==> src/rtl/add64_seq_pkg.sv <==
// Shared definitions for the half-width sequential adder: FSM states and default widths.
package add64_seq_pkg;

  typedef enum logic [1:0] {
    S_IDLE = 2'd0,
    S_LO   = 2'd1,
    S_HI   = 2'd2
  } add_state_t;

  localparam int DEF_WIDTH = 64;
  localparam int DEF_HALF  = 32;

endpackage

==> src/rtl/RCA_32bit.sv <==
// Ripple-carry adder slice; the carry chain is built bit by bit from full adders.
module RCA_32bit #(
  parameter int N = 32
) (
  output logic [N-1:0] sum,
  output logic         cout,
  input  logic [N-1:0] a,
  input  logic [N-1:0] b,
  input  logic         cin
);

  logic [N:0] w_c;

  assign w_c[0] = cin;

  // One full adder per bit, carry rippling from bit 0 upward
  for (genvar i = 0; i < N; i++) begin : g_bit
    assign sum[i]   = a[i] ^ b[i] ^ w_c[i];
    assign w_c[i+1] = (a[i] & b[i]) | (w_c[i] & (a[i] ^ b[i]));
  end

  assign cout = w_c[N];

endmodule

==> src/rtl/add64_seq.sv <==
// Sequential WIDTH-bit adder that reuses one HALF-bit ripple slice over two cycles.
//
// state  | meaning
// -------+-------------------------------------------------------------
// S_IDLE | waiting for start; operands captured when start is seen
// S_LO   | low half through the slice, carry stored for the high half
// S_HI   | high half through the slice, cout/ovf written, done raised
module add64_seq
  import add64_seq_pkg::*;
#(
  parameter int WIDTH = DEF_WIDTH,
  parameter int HALF  = WIDTH / 2
) (
  input  logic             clk,
  input  logic             rst,
  input  logic             start,
  input  logic [WIDTH-1:0] a,
  input  logic [WIDTH-1:0] b,
  input  logic             cin,
  output logic             busy,
  output logic             done,
  output logic [WIDTH-1:0] sum,
  output logic             cout,
  output logic             ovf
);

  add_state_t       r_state;
  logic [WIDTH-1:0] r_a;
  logic [WIDTH-1:0] r_b;
  logic             r_cin;
  logic             r_carry;
  logic             r_busy;
  logic             r_done;
  logic [WIDTH-1:0] r_sum;
  logic             r_cout;
  logic             r_ovf;

  logic [HALF-1:0]  w_slice_a;
  logic [HALF-1:0]  w_slice_b;
  logic             w_slice_cin;
  logic [HALF-1:0]  w_slice_sum;
  logic             w_slice_cout;
  logic             w_sel_hi;

  // The slice sees the high operand halves and stored carry only in S_HI
  assign w_sel_hi    = (r_state == S_HI);
  assign w_slice_a   = w_sel_hi ? r_a[WIDTH-1:HALF] : r_a[HALF-1:0];
  assign w_slice_b   = w_sel_hi ? r_b[WIDTH-1:HALF] : r_b[HALF-1:0];
  assign w_slice_cin = w_sel_hi ? r_carry : r_cin;

  RCA_32bit #(
    .N (HALF)
  ) u_slice (
    .sum  (w_slice_sum),
    .cout (w_slice_cout),
    .a    (w_slice_a),
    .b    (w_slice_b),
    .cin  (w_slice_cin)
  );

  // FSM, operand capture and registered results in one block
  always_ff @(posedge clk) begin
    if (rst) begin
      r_state <= S_IDLE;
      r_a     <= '0;
      r_b     <= '0;
      r_cin   <= 1'b0;
      r_carry <= 1'b0;
      r_busy  <= 1'b0;
      r_done  <= 1'b0;
      r_sum   <= '0;
      r_cout  <= 1'b0;
      r_ovf   <= 1'b0;
    end else begin
      r_done <= 1'b0;
      case (r_state)
        S_IDLE: begin
          if (start) begin
            r_a     <= a;
            r_b     <= b;
            r_cin   <= cin;
            r_busy  <= 1'b1;
            r_state <= S_LO;
          end
        end
        S_LO: begin
          r_sum[HALF-1:0] <= w_slice_sum;
          r_carry         <= w_slice_cout;
          r_state         <= S_HI;
        end
        S_HI: begin
          r_sum[WIDTH-1:HALF] <= w_slice_sum;
          r_cout              <= w_slice_cout;
          // Signed overflow: like-signed operands producing a result of the other sign
          r_ovf   <= (r_a[WIDTH-1] == r_b[WIDTH-1]) && (w_slice_sum[HALF-1] != r_a[WIDTH-1]);
          r_done  <= 1'b1;
          r_busy  <= 1'b0;
          r_state <= S_IDLE;
        end
        default: begin
          r_busy  <= 1'b0;
          r_state <= S_IDLE;
        end
      endcase
    end
  end

  assign busy = r_busy;
  assign done = r_done;
  assign sum  = r_sum;
  assign cout = r_cout;
  assign ovf  = r_ovf;

endmodule
==> config.mk <==
export PLATFORM = sky130hd
export DESIGN_NAME = add64_seq
export DESIGN_NICKNAME = d
export VERILOG_FILES = /design/src/rtl/add64_seq_pkg.sv /design/src/rtl/RCA_32bit.sv /design/src/rtl/add64_seq.sv
export SDC_FILE = /design/constraint.sdc
export NUM_CORES = 1
export LEC_CHECK = 0
export ABC_AREA = 1
export CELL_PAD_IN_SITES_DETAIL_PLACEMENT = 0
export CELL_PAD_IN_SITES_GLOBAL_PLACEMENT = 1
export CORE_ASPECT_RATIO = 0.6
export CORE_MARGIN = 2
export CORE_UTILIZATION = 39
export CTS_CLUSTER_SIZE = 14
export DETAILED_ROUTE_END_ITERATION = 10
export GPL_TIMING_DRIVEN = 0
export PLACE_DENSITY_LB_ADDON = 0.1
export SLEW_MARGIN = 30
export SYNTH_ARGS = -nofsm -noshare
export SYNTH_HDL_FRONTEND = slang
export SYNTH_HIERARCHICAL = 1
export SYNTH_SLANG_ARGS = --single-unit
==> constraint.sdc <==
create_clock -name clk -period 34.6 [get_ports clk]
set_clock_uncertainty 0.05 [all_clocks]
set_input_delay 8.65 -clock clk [delete_from_list [all_inputs] [get_ports clk]]
set_output_delay 8.65 -clock clk [all_outputs]
set_load 0.01 [all_outputs]
* Word level (Yosys, flattened, before mapping)
Index checks and enable logic that the tools add are counted.
** Cells by class
- Reductions and logical operators :: 4
- Equal/unequal tests :: 5
- Mux-type cells :: 8
- $lt $le $gt $ge :: 0
- $add $sub $neg :: 0
- Div/mod/pow operators :: 0
- Bitwise operators :: 161
- $mul :: 0
- Shift-type cells :: 0
** Operators by type and width (number)
- bitwise AND 1 bit :: 64
- 2-to-1 mux 32 bit :: 2
- XOR 1 bit :: 64
- bitwise OR 1 bit :: 32
- case mux 2 bit (2 select lines) :: 1
- AND reduction 2 bit :: 2
- 2-to-1 mux 1 bit :: 3
- == test 2 x 1 -> 1 bit (second input constant) :: 1
- == test 2 bit (second input constant) :: 1
- logical NOT 2 bit :: 1
- 2-to-1 mux 2 bit :: 1
- != test 2 bit (second input constant) :: 1
- case mux 1 bit (2 select lines) :: 1
- == test 1 bit :: 1
- logical AND 1 bit :: 1
- != test 1 bit :: 1
- inverter 1 bit :: 1
** Word-level totals
- Memories :: 0
- Bits in read-only memories :: 0
- RAM bits :: 0
- Output and inout port bits :: 68
- Latch bits :: 0
- Input bits :: 132
- Bits in registers :: 200
- Logic and storage cells :: 189

* Depth between registers and ports, before layout
Gate-level depths: netlist of the first run.
- Depth in word-level cells :: 68
- Depth in mapped cells :: 47
- Gate-level depth less buffers :: 45

* By module
Netlist of the first run, hierarchy kept.
** Modules (own cells, without submodules)
- add64_seq :: cells each 1351, sequential area each 4003.8 sq um, area each 8648.3 sq um, times used 1
- RCA_32bit :: cells each 42, sequential area each 0.0 sq um, area each 678.2 sq um, times used 1

* Worst setup path before layout of the first run
No wires, ideal clock.
- Path type :: flip-flop to flip-flop
- Start :: reg r_state[1]
- End :: reg r_ovf, in the netlist ovf
- Stages on the path, launching flop included :: 47
- Arrival :: 13.294 ns
- Path slack :: 21.147 ns
- Data required time :: 34.441 ns
- Period minus slack after synthesis :: 13.453 ns
- Path buffers :: 2
- Setup time :: 0.109 ns
- Path through :: dfxtp_1 > nand2_1 > buf_2 > buf_2 > nand2_1 > nand2_1 > fa_1 > fa_1 > fa_1 > fa_1 > fa_1 > fa_1 > fa_1 > fa_1 > fa_1 > fa_1 > fa_1 > fa_1 > [... 11 more ...] > fa_1 > fa_1 > fa_1 > fa_1 > fa_1 > fa_1 > fa_1 > fa_1 > fa_1 > fa_1 > inv_1 > fa_1 > inv_1 > inv_1 > nand3_1 > nand3_1 > nand2_1 > inv_1
** Between the ends
- Cells in the longest elaborated chain, start to end :: 68
- Elaborated cells on any way between the ends :: 132
- Classes of those cells :: eq/ne (2); mux (3); bitwise (126); reduce/logical (1)
** RTL lines
- start: declaration :: line add64_seq.sv:27 : add_state_t r_state;
- start signal: assignment :: line add64_seq.sv:64 : r_state <= S_IDLE;
- start signal: assignment :: line add64_seq.sv:83 : r_state <= S_LO;
- start signal: assignment :: line add64_seq.sv:89 : r_state <= S_HI;
- == test 2 bit * :: line add64_seq.sv:46 : assign w_sel_hi = (r_state == S_HI);
- 2-to-1 mux 32 bit * :: line add64_seq.sv:47 : assign w_slice_a = w_sel_hi ? r_a[WIDTH-1:HALF] : r_a[HALF-1:0];
- named net w_slice_a[0] :: line add64_seq.sv:38 : logic [HALF-1:0] w_slice_a;
- XOR 1 bit :: line RCA_32bit.sv:19 : assign w_c[i+1] = (a[i] & b[i]) | (w_c[i] & (a[i] ^ b[i]));
- bitwise AND 1 bit :: line RCA_32bit.sv:19
- bitwise OR 1 bit * :: line RCA_32bit.sv:19
- bitwise AND 1 bit * :: line RCA_32bit.sv:19
- bitwise OR 1 bit * :: line RCA_32bit.sv:19
- [... 54 more ...]
- bitwise AND 1 bit * :: line RCA_32bit.sv:19
- bitwise OR 1 bit * :: line RCA_32bit.sv:19
- bitwise AND 1 bit * :: line RCA_32bit.sv:19
- bitwise OR 1 bit * :: line RCA_32bit.sv:19
- XOR 1 bit * :: line RCA_32bit.sv:18 : assign sum[i] = a[i] ^ b[i] ^ w_c[i];
- named net w_slice_sum[31] :: line add64_seq.sv:41 : logic [HALF-1:0] w_slice_sum;
- != test 1 bit * :: line add64_seq.sv:95 : r_ovf <= (r_a[WIDTH-1] == r_b[WIDTH-1]) && (w_slice_sum[HALF-1] != r_a[WIDTH-1]);
- logical AND 1 bit * :: line add64_seq.sv:95
- end signal: assignment :: line add64_seq.sv:95
- end: declaration :: line add64_seq.sv:36 : logic r_ovf;
Mark *: on every way through the listed nets, which the timed path passes. The rest lies on a longest branch.
A chain may end at the register's enable or synchronous reset.

* Worst setup path in the final report of the first run
- Start :: reg r_state[1]
- End :: reg r_ovf, in the netlist ovf
** Between the ends
- Cells in the longest elaborated chain, start to end :: 68
- Elaborated cells on any way between the ends :: 132
- Classes of those cells :: eq/ne (2); mux (3); bitwise (126); reduce/logical (1)
** RTL lines
- == test 2 bit * :: line add64_seq.sv:46
- 2-to-1 mux 32 bit * :: line add64_seq.sv:48 : assign w_slice_b = w_sel_hi ? r_b[WIDTH-1:HALF] : r_b[HALF-1:0];
- named net w_slice_b[0] :: line add64_seq.sv:39 : logic [HALF-1:0] w_slice_b;
- XOR 1 bit :: line RCA_32bit.sv:19
- bitwise AND 1 bit :: line RCA_32bit.sv:19
- bitwise OR 1 bit * :: line RCA_32bit.sv:19
- bitwise AND 1 bit * :: line RCA_32bit.sv:19
- bitwise OR 1 bit * :: line RCA_32bit.sv:19
- [... 54 more ...]
- bitwise AND 1 bit * :: line RCA_32bit.sv:19
- bitwise OR 1 bit * :: line RCA_32bit.sv:19
- bitwise AND 1 bit * :: line RCA_32bit.sv:19
- bitwise OR 1 bit * :: line RCA_32bit.sv:19
- XOR 1 bit * :: line RCA_32bit.sv:18
- named net w_slice_sum[31] :: line add64_seq.sv:41
- != test 1 bit * :: line add64_seq.sv:95
- logical AND 1 bit * :: line add64_seq.sv:95
Marks and branches as above.

==> results of run 1 <==
[cells in the mapped netlist]
cell type and count:
nand2_1 325, nor2_2 2, buf_4 2, nor2_1 393
clkbuf_1 37, o21ai_0 68, nand3_1 132, a21oi_1 2
inv_2 2, inv_1 147, buf_2 47, dfxtp_1 200
buf_1 4, fa_1 32
[worst max-delay path, delay by kind of cell, from the launching register on]
kind	cells	cell delay [ns]
adders and majority gates	32	12.51
and+or+nand+nor	6	0.48
buffers and inverters	8	0.89
DFF	1	0.38
[layer usage]
metal  track usage  part of all wire
met3        0.0518             0.066
met1         0.351              0.52
met4        0.0438             0.010
met2         0.341              0.40
met5             0                 0
[per-stage QoR]
step / worst slack [ns] / cells / area [sq um] / hold WS, ns
after floorplan: 21.15 / 1393 / 9330 / 0.391
after global placement: 20.30 / 1907 / 11700 / 0.398
after detailed placement: 20.31 / 1907 / 11700 / 0.406
after CTS: 20.26 / 1937 / 12300 / 0.422
after global routing: 19.63 / 1937 / 12300 / 0.434
final: 20.19 / 1937 / 12300 / 0.418
[sequential cells by signal, indices dropped and copies added, names as in the netlist, 2 cells and up]
register	cells
r_b	64
sum	64
r_a	64
r_state	2
[power groups by stage]
| stage | Sequential [mW] | Clock [mW] | Combinational (mW) |
|---|---|---|---|
| after CTS | 0.260 | 0.201 | 0.110 |
| after global placement | 0.264 | 0 | 0.108 |
| after detailed placement | 0.265 | 0 | 0.110 |
| final | 0.259 | 0.200 | 0.110 |
| after floorplan | 0.263 | 0 | 0.0621 |
| after global routing | 0.261 | 0.211 | 0.124 |
[area by class of cell]
cell class | count | area (sq um)
Clock buffer | 24 | 482
Timing Repair Buffer | 199 | 1990
Buffer | 90 | 404
Sequential cell | 200 | 4000
Inverter | 149 | 559
Clock inverter | 6 | 92.6
Fill cell | 2361 | 11000
Tap cell | 315 | 394
Multi-Input combinational cell | 954 | 4360
[worst paths after layout]
path	slack, ns	depth (start not counted)	to	startpoint
min	0.42	2	r_a[39]	r_a[39]
max reg2reg	20.19	46	ovf	r_state[1]
min reg2reg	0.42	2	r_a[39]	r_a[39]
max	20.19	46	ovf	r_state[1]
[cell families (layout without fill, tap and decap cells)]
| kind of cell | count (synthesis) | count (layout) | share of synthesized area |
|---|---|---|---|
| AO/OA/AOI/OAI | 70 | 70 | 0.0376 |
| adder cells (fa/ha/maj) | 32 | 32 | 0.0687 |
| buffers and inverters | 239 | 468 | 0.103 |
| flip-flops | 200 | 200 | 0.429 |
| AND/OR/NAND/NOR | 852 | 852 | 0.361 |
==> out/results.txt, run 1 <==
The flow ran to the end, and the final reports show no timing, DRC or antenna violations. The power density of the placed cells is 46.3 nW/um^2, and the post-CTS setup buffer count is 0. The logs give 0 for the number of failing hold endpoints at the final stage and 0 for the residual antenna-violating net count after detailed routing. The run gives 0.160 mW as the net switching power figure. Detailed placement ended at an HPWL of 22.1 mm. Yosys printed 6 warnings.

The initial antenna violation count is 0, and the number of detailed-route iterations in the first pass is 5. In the final timing run, aggregate negative setup slack is 0 ns. The clock period minus worst slack is 14.41 ns. Input and output buffers added on the ports amount to 199. A synthesized cell averages 6.70 sq um. No sink is reached through more buffers than the 2 on the longest clock path. After synthesis, the netlist uses 14 different library cells.

CTS placed an instance of clkbuf_16 at the clock tree root. Across the run, the number of max-cap violations was 0. Buffers inserted during clock tree synthesis total 17. The tools report the post-layout utilization of the core as 0.527. The run gives 0 as the number of max-slew violations in the final report. Leaving out fill and tap cells, the most frequent cell in the layout is nor2_1. Clock latency on the worst-skew pair, taken at its later pin, is 0.44 ns. The tools report the power share of the combinational group as 0.193. The die area is 25200 sq um.

The slowest stage of the critical path belongs to the cell fa_1. Die outline width: 204 um. Setup repair after global routing left no endpoint under its margin. The cell taking the most area after synthesis is dfxtp_1. The internal portion of the total power is 0.410 mW. The startpoint-to-endpoint class of the critical path is reg2reg.

At the end of routability-driven placement, the weighted congestion stood at 0.820. The final wirelength is 28.9 mm. The via count was 8794. The net switching share of the total power came out at 0.280. For the pin with the worst max-slew slack, the measured transition is 0.646 ns. The overall power after layout came out at 0.569 mW.

The clock network fraction of total power is 0.351, and the number of nets produced by synthesis is 1557. After the first detailed-routing iteration, the DRC count stood at 560. Data on the critical path is required at its endpoint by 34.89 ns. The first-pass GRT wire length is 44.4 mm. The total global routing track utilization is 0.233, and the longest individual stage delay on the worst path is 0.43 ns.

After detailed routing, the number of remaining DRC violations is 0. VDD sags by at most 0.0314 mV. After clock tree synthesis, the clock-pin slew on the worst setup and hold paths is 0.07 ns. Relative area change from synthesis to final layout: 31.7%. Data arrives at the worst endpoint at 14.70 ns. The site row count came out at 43. The number of global-route vias before repair was 8161; the number of sinks handled by clock tree synthesis was 200. The tightest min-delay check is of the reg2reg type.

The area fraction of the dominant cell type after synthesis works out to 0.429. Of all nets on the critical path, the largest fanout is 10. Static timing analysis puts the maximum clock frequency at 69.4 MHz. The fraction of final layout cells sized beyond drive strength 1 was 0.0487; the fraction of power consumed by sequential logic was 0.456. The number of vias per cell came out at 4.54. TritonCTS built the clock tree.

The mean routed wirelength per cell was 14.9 um; the count of pins on the block boundary was 200. CTS H-tree depth: 4. The part of the Yosys area used for sequential elements is 0.429.

The tools report the endpoint type of the worst setup path as a register. 0 antenna diodes ended up in the layout. The period utilization works out to 0.417. The overflow left after global routing is 0. Startpoint type of the worst setup path: a register. The static leakage was 5.93 nW. The tools report the placeable core area as 23300 sq um. Count of mapped cells out of synthesis: 1393. In this design, the critical path's most frequently occurring cell is fa_1. In this run, post-CTS hold repair placed 0 buffers. Setup violations remaining at the end of the flow were counted as 0. After synthesis, the cell types taking the most area are dfxtp_1 43%, nor2_1 16%, nand2_1 13%, nand3_1 7.1%, fa_1 6.9%.

The synthesized netlist occupies a cell area of 9330 sq um. The largest net degree at the start of global routing is 17. The synthesized design contains 200 register bits. The height of the die was 124 um. The run gives 0.569 as the remaining max-slew budget at the tightest pin. The library cells used most frequently in the layout, excluding fill and tap cells, are 393 x nor2_1, 325 x nand2_1, 200 x dfxtp_1. The run gives 1775 as the final net count.

The logs give 0.400 for the initial standard-cell utilization of the core and 0 for the count of cells resized by post-cts repair.
(Power assumes the default switching activity.)
==> run 2, diff against run 1 <==
--- a/config.mk
+++ b/config.mk
@@ -10,7 +10,7 @@
 export CELL_PAD_IN_SITES_GLOBAL_PLACEMENT = 1
 export CORE_ASPECT_RATIO = 0.6
 export CORE_MARGIN = 2
-export CORE_UTILIZATION = 39
+export CORE_UTILIZATION = 32
 export CTS_CLUSTER_SIZE = 14
 export DETAILED_ROUTE_END_ITERATION = 10
 export GPL_TIMING_DRIVEN = 0
==> constraint.sdc (replaced) <==
create_clock -name clk -period 12.2 [get_ports clk]
set_clock_uncertainty 0.05 [all_clocks]
set_input_delay 3.05 -clock clk [delete_from_list [all_inputs] [get_ports clk]]
set_output_delay 3.05 -clock clk [all_outputs]
set_load 0.01 [all_outputs]
==> out/results.txt, run 2 (same netlist as run 1, synthesis figures left out) <==
The run finished, with violations left. The checks that failed: setup timing. For the arrival time reported for the critical path endpoint, the log shows 12.93 ns (-1.77 ns).

The tools report the number of failing hold endpoints at the final stage as 0 (unchanged). The total global routing track utilization came out at 0.204 (-0.0288). In this run the worst hold path is classified as reg2reg. The count of max-cap constraint violations was 0 (unchanged); the number of vias per cell was 4.46 (-1.9%). The run gives 0.468 mW (+190%) as the net switching power figure. Initial antenna violation count: 0 (unchanged). The data required time at the worst endpoint is 12.49 ns (-22.40 ns).

The number of sinks handled by clock tree synthesis is 200 (unchanged). The worst ir drop on vdd is 0.0798 mV (+150%). The logs give 0.565 (-0.00463) for the remaining max-slew budget at the tightest pin and 23.4 mm (+5.7%) for the HPWL after detailed placement.

The tools report the CTS H-tree depth as 4 (unchanged). In the layout the commonest cells are 393 x nor2_1, 321 x nand2_1, 199 x clkdlybuf4s50_1. The tools report the final net count as 1790 (+0.85%). The worst setup path is captured at a register. The startpoint type of the worst setup path is a register. For the final setup slack of the worst path, the log shows -0.435 ns (-20.62 ns).

In this run the critical register-to-register path is captured at ovf. The count of port buffers added during placement works out to 199 (unchanged). The minimum setup slack among reg-to-reg paths is -0.43 ns (-20.62 ns), and the slew at the pin with the worst max-slew slack is 0.653 ns (+0.00695 ns).

The tools report the fmax as 79.1 MHz (+14%). The tools report the post-route worst hold slack as 0.418 ns (-0.000125 ns). The last weighted congestion value of the routability-driven placer was 0.816 (-0.46%); the initial standard-cell utilization of the core was 0.325 (-0.0755).

The die outline width was 224 um (+10%); the net switching share of the total power was 0.286 (+0.00583). The largest net degree at the start of global routing was 17 (unchanged); the height of the die was 136 um (+10%). The fraction of final layout cells sized beyond drive strength 1 was 0.0885 (+0.0398); the count of endpoints failing setup in the final report was 5 (+5). The number of clock buffers inserted by TritonCTS is 17 (unchanged).

The critical path's most frequent cell is fa_2. Setup repair after global routing could not meet its margin everywhere. The slowest stage of the critical path belongs to the cell fa_1.

The register clock-pin slew on the reported worst setup and hold paths is 0.07 ns (about the same). Power share of the combinational group: 0.201 (+0.008). The post-layout utilization of the core was 0.442 (-0.0859). The startpoint-to-endpoint class of the critical path is reg2reg. The clock period minus worst slack was 12.63 ns (-1.78 ns). For hold timing, the worst endpoint is busy. Relative to the synthesized area, the layout overhead comes to 35.9%. The site row count came out at 48 (+12%). The cell depth of the worst flop-to-flop path is 46 (unchanged). The number of global-route vias before repair was 8528 (+4.5%); the number of DRC violations after detailed routing was 0 (unchanged). The longest individual stage delay on the worst path is 0.41 ns (-0.02 ns), and the final wirelength is 30.5 mm (+5.5%). The power density of the placed cells was 129 nW/um^2 (+180%); the count of pins on the block boundary was 200 (unchanged). The first-pass GRT wire length was 47.2 mm (+6.4%). The logs give 2 (unchanged) for the deepest clock path buffer count and 0.349 (-0.002) for the clock network fraction of total power. The static leakage is 6.00 nW (+1.3%).

The period utilization works out to 1.04 (+0.619). The tools report the buffer type at the clock tree root as clkbuf_16. The number of cells traversed by the worst hold path came out at 2 (unchanged).

The fraction of power consumed by sequential logic is 0.450 (-0.006), and the number of detailed-route iterations in the first pass is 5 (unchanged). The clock latency of the later-clocked register in the worst-skew pair is 0.44 ns (about the same). The mean routed wirelength per cell is 15.1 um (+1.5%), and the internal portion of total power is 1.17 mW (+190%). Launch point of the worst hold path: busy. Overflow left after global routing: 0 (unchanged). Leaving out fill and tap cells, the most frequent cell in the layout is nor2_1. Via count: 8969 (+2.0%). For the die area, the log shows 30600 sq um (+21%). In this run the critical register-to-register path is launched from r_state[0].

TritonCTS built the clock tree. The tools report the number of hold-repair buffers added at the cts stage as 0 (unchanged). The logs give 0 (unchanged) for the number of max-slew violations in the final report and 0 (unchanged) for the number of diodes added for antenna fixing. The largest fanout on the critical path was 4 (-6); the residual antenna-violating net count after detailed routing was 0 (unchanged).

The run gives 467 (-17%) as the detailed router's first-iteration violation count. For the placeable core area, the log shows 28700 sq um (+23%).
-- run 2: how the worst max path moves through the flow --
stage	from	depth (start not counted)	end
finish	r_state[0]	46	ovf
global route	r_state[0]	46	ovf
CTS	r_state[0]	47	ovf
detailed placement	r_state[0]	47	ovf
global placement	r_state[0]	45	ovf
floorplan	r_state[0]	47	ovf
-- run 2: final cells by class --
| cell class | count | area (sq um) |
|---|---|---|
| plain buffers | 89 | 449 |
| clock buffers | 21 | 460 |
| clock inverters | 10 | 121 |
| fillers | 3053 | 16000 |
| inverters | 149 | 562 |
| multi-input cells | 954 | 4490 |
| flip-flops and latches | 200 | 4010 |
| well taps | 375 | 469 |
| repair buffers | 215 | 2110 |
-- run 2: routing by layer --
layer	global-route usage	up-vias	part of all wire
met5	0	-	0
met4	0.0386	0	0.0057
met2	0.306	182	0.42
met3	0.0376	13	0.045
li1	-	4647	-
met1	0.306	4127	0.53
-- run 2: stage by stage --
step	std cells	setup WS, ns	cell area [sq um]	setup TNS, ns	power, mW
3_3_place_gp	1967	-0.808	11900	-3.63	1.07
3_5_place_dp	1967	-0.788	11900	-3.45	1.07
5_1_grt	2013	-0.742	12700	-3.25	1.72
2_1_floorplan	1393	-0.128	9400	-0.128	0.927
6_report	2013	-0.435	12700	-1.27	1.64
4_1_cts	2007	-0.465	12600	-1.40	1.65
-- run 2: power by group through the flow --
stage | Combinational [mW] | Sequential [mW] | Clock [mW]
4_1_cts | 0.329 | 0.736 | 0.582
3_3_place_gp | 0.319 | 0.750 | 0
6_report | 0.329 | 0.736 | 0.570
5_1_grt | 0.372 | 0.743 | 0.608
3_5_place_dp | 0.321 | 0.751 | 0
2_1_floorplan | 0.180 | 0.746 | 0
-- run 2: timing repair --
item	in CTS	in global routing
endpoints found under the hold margin	0	0
setup buffers	9	7
pin swaps	5	5
endpoints found under the setup margin	7	7
gates resized for setup	26	20
cloned	0	0
-- run 2: critical path, delay by kind of cell, from the launching register on --
| kind | cells | cell delay [ns] |
|---|---|---|
| simple gates | 6 | 0.38 |
| fa+ha+maj | 32 | 11.23 |
| buf+inv | 8 | 0.54 |
| flops | 1 | 0.36 |
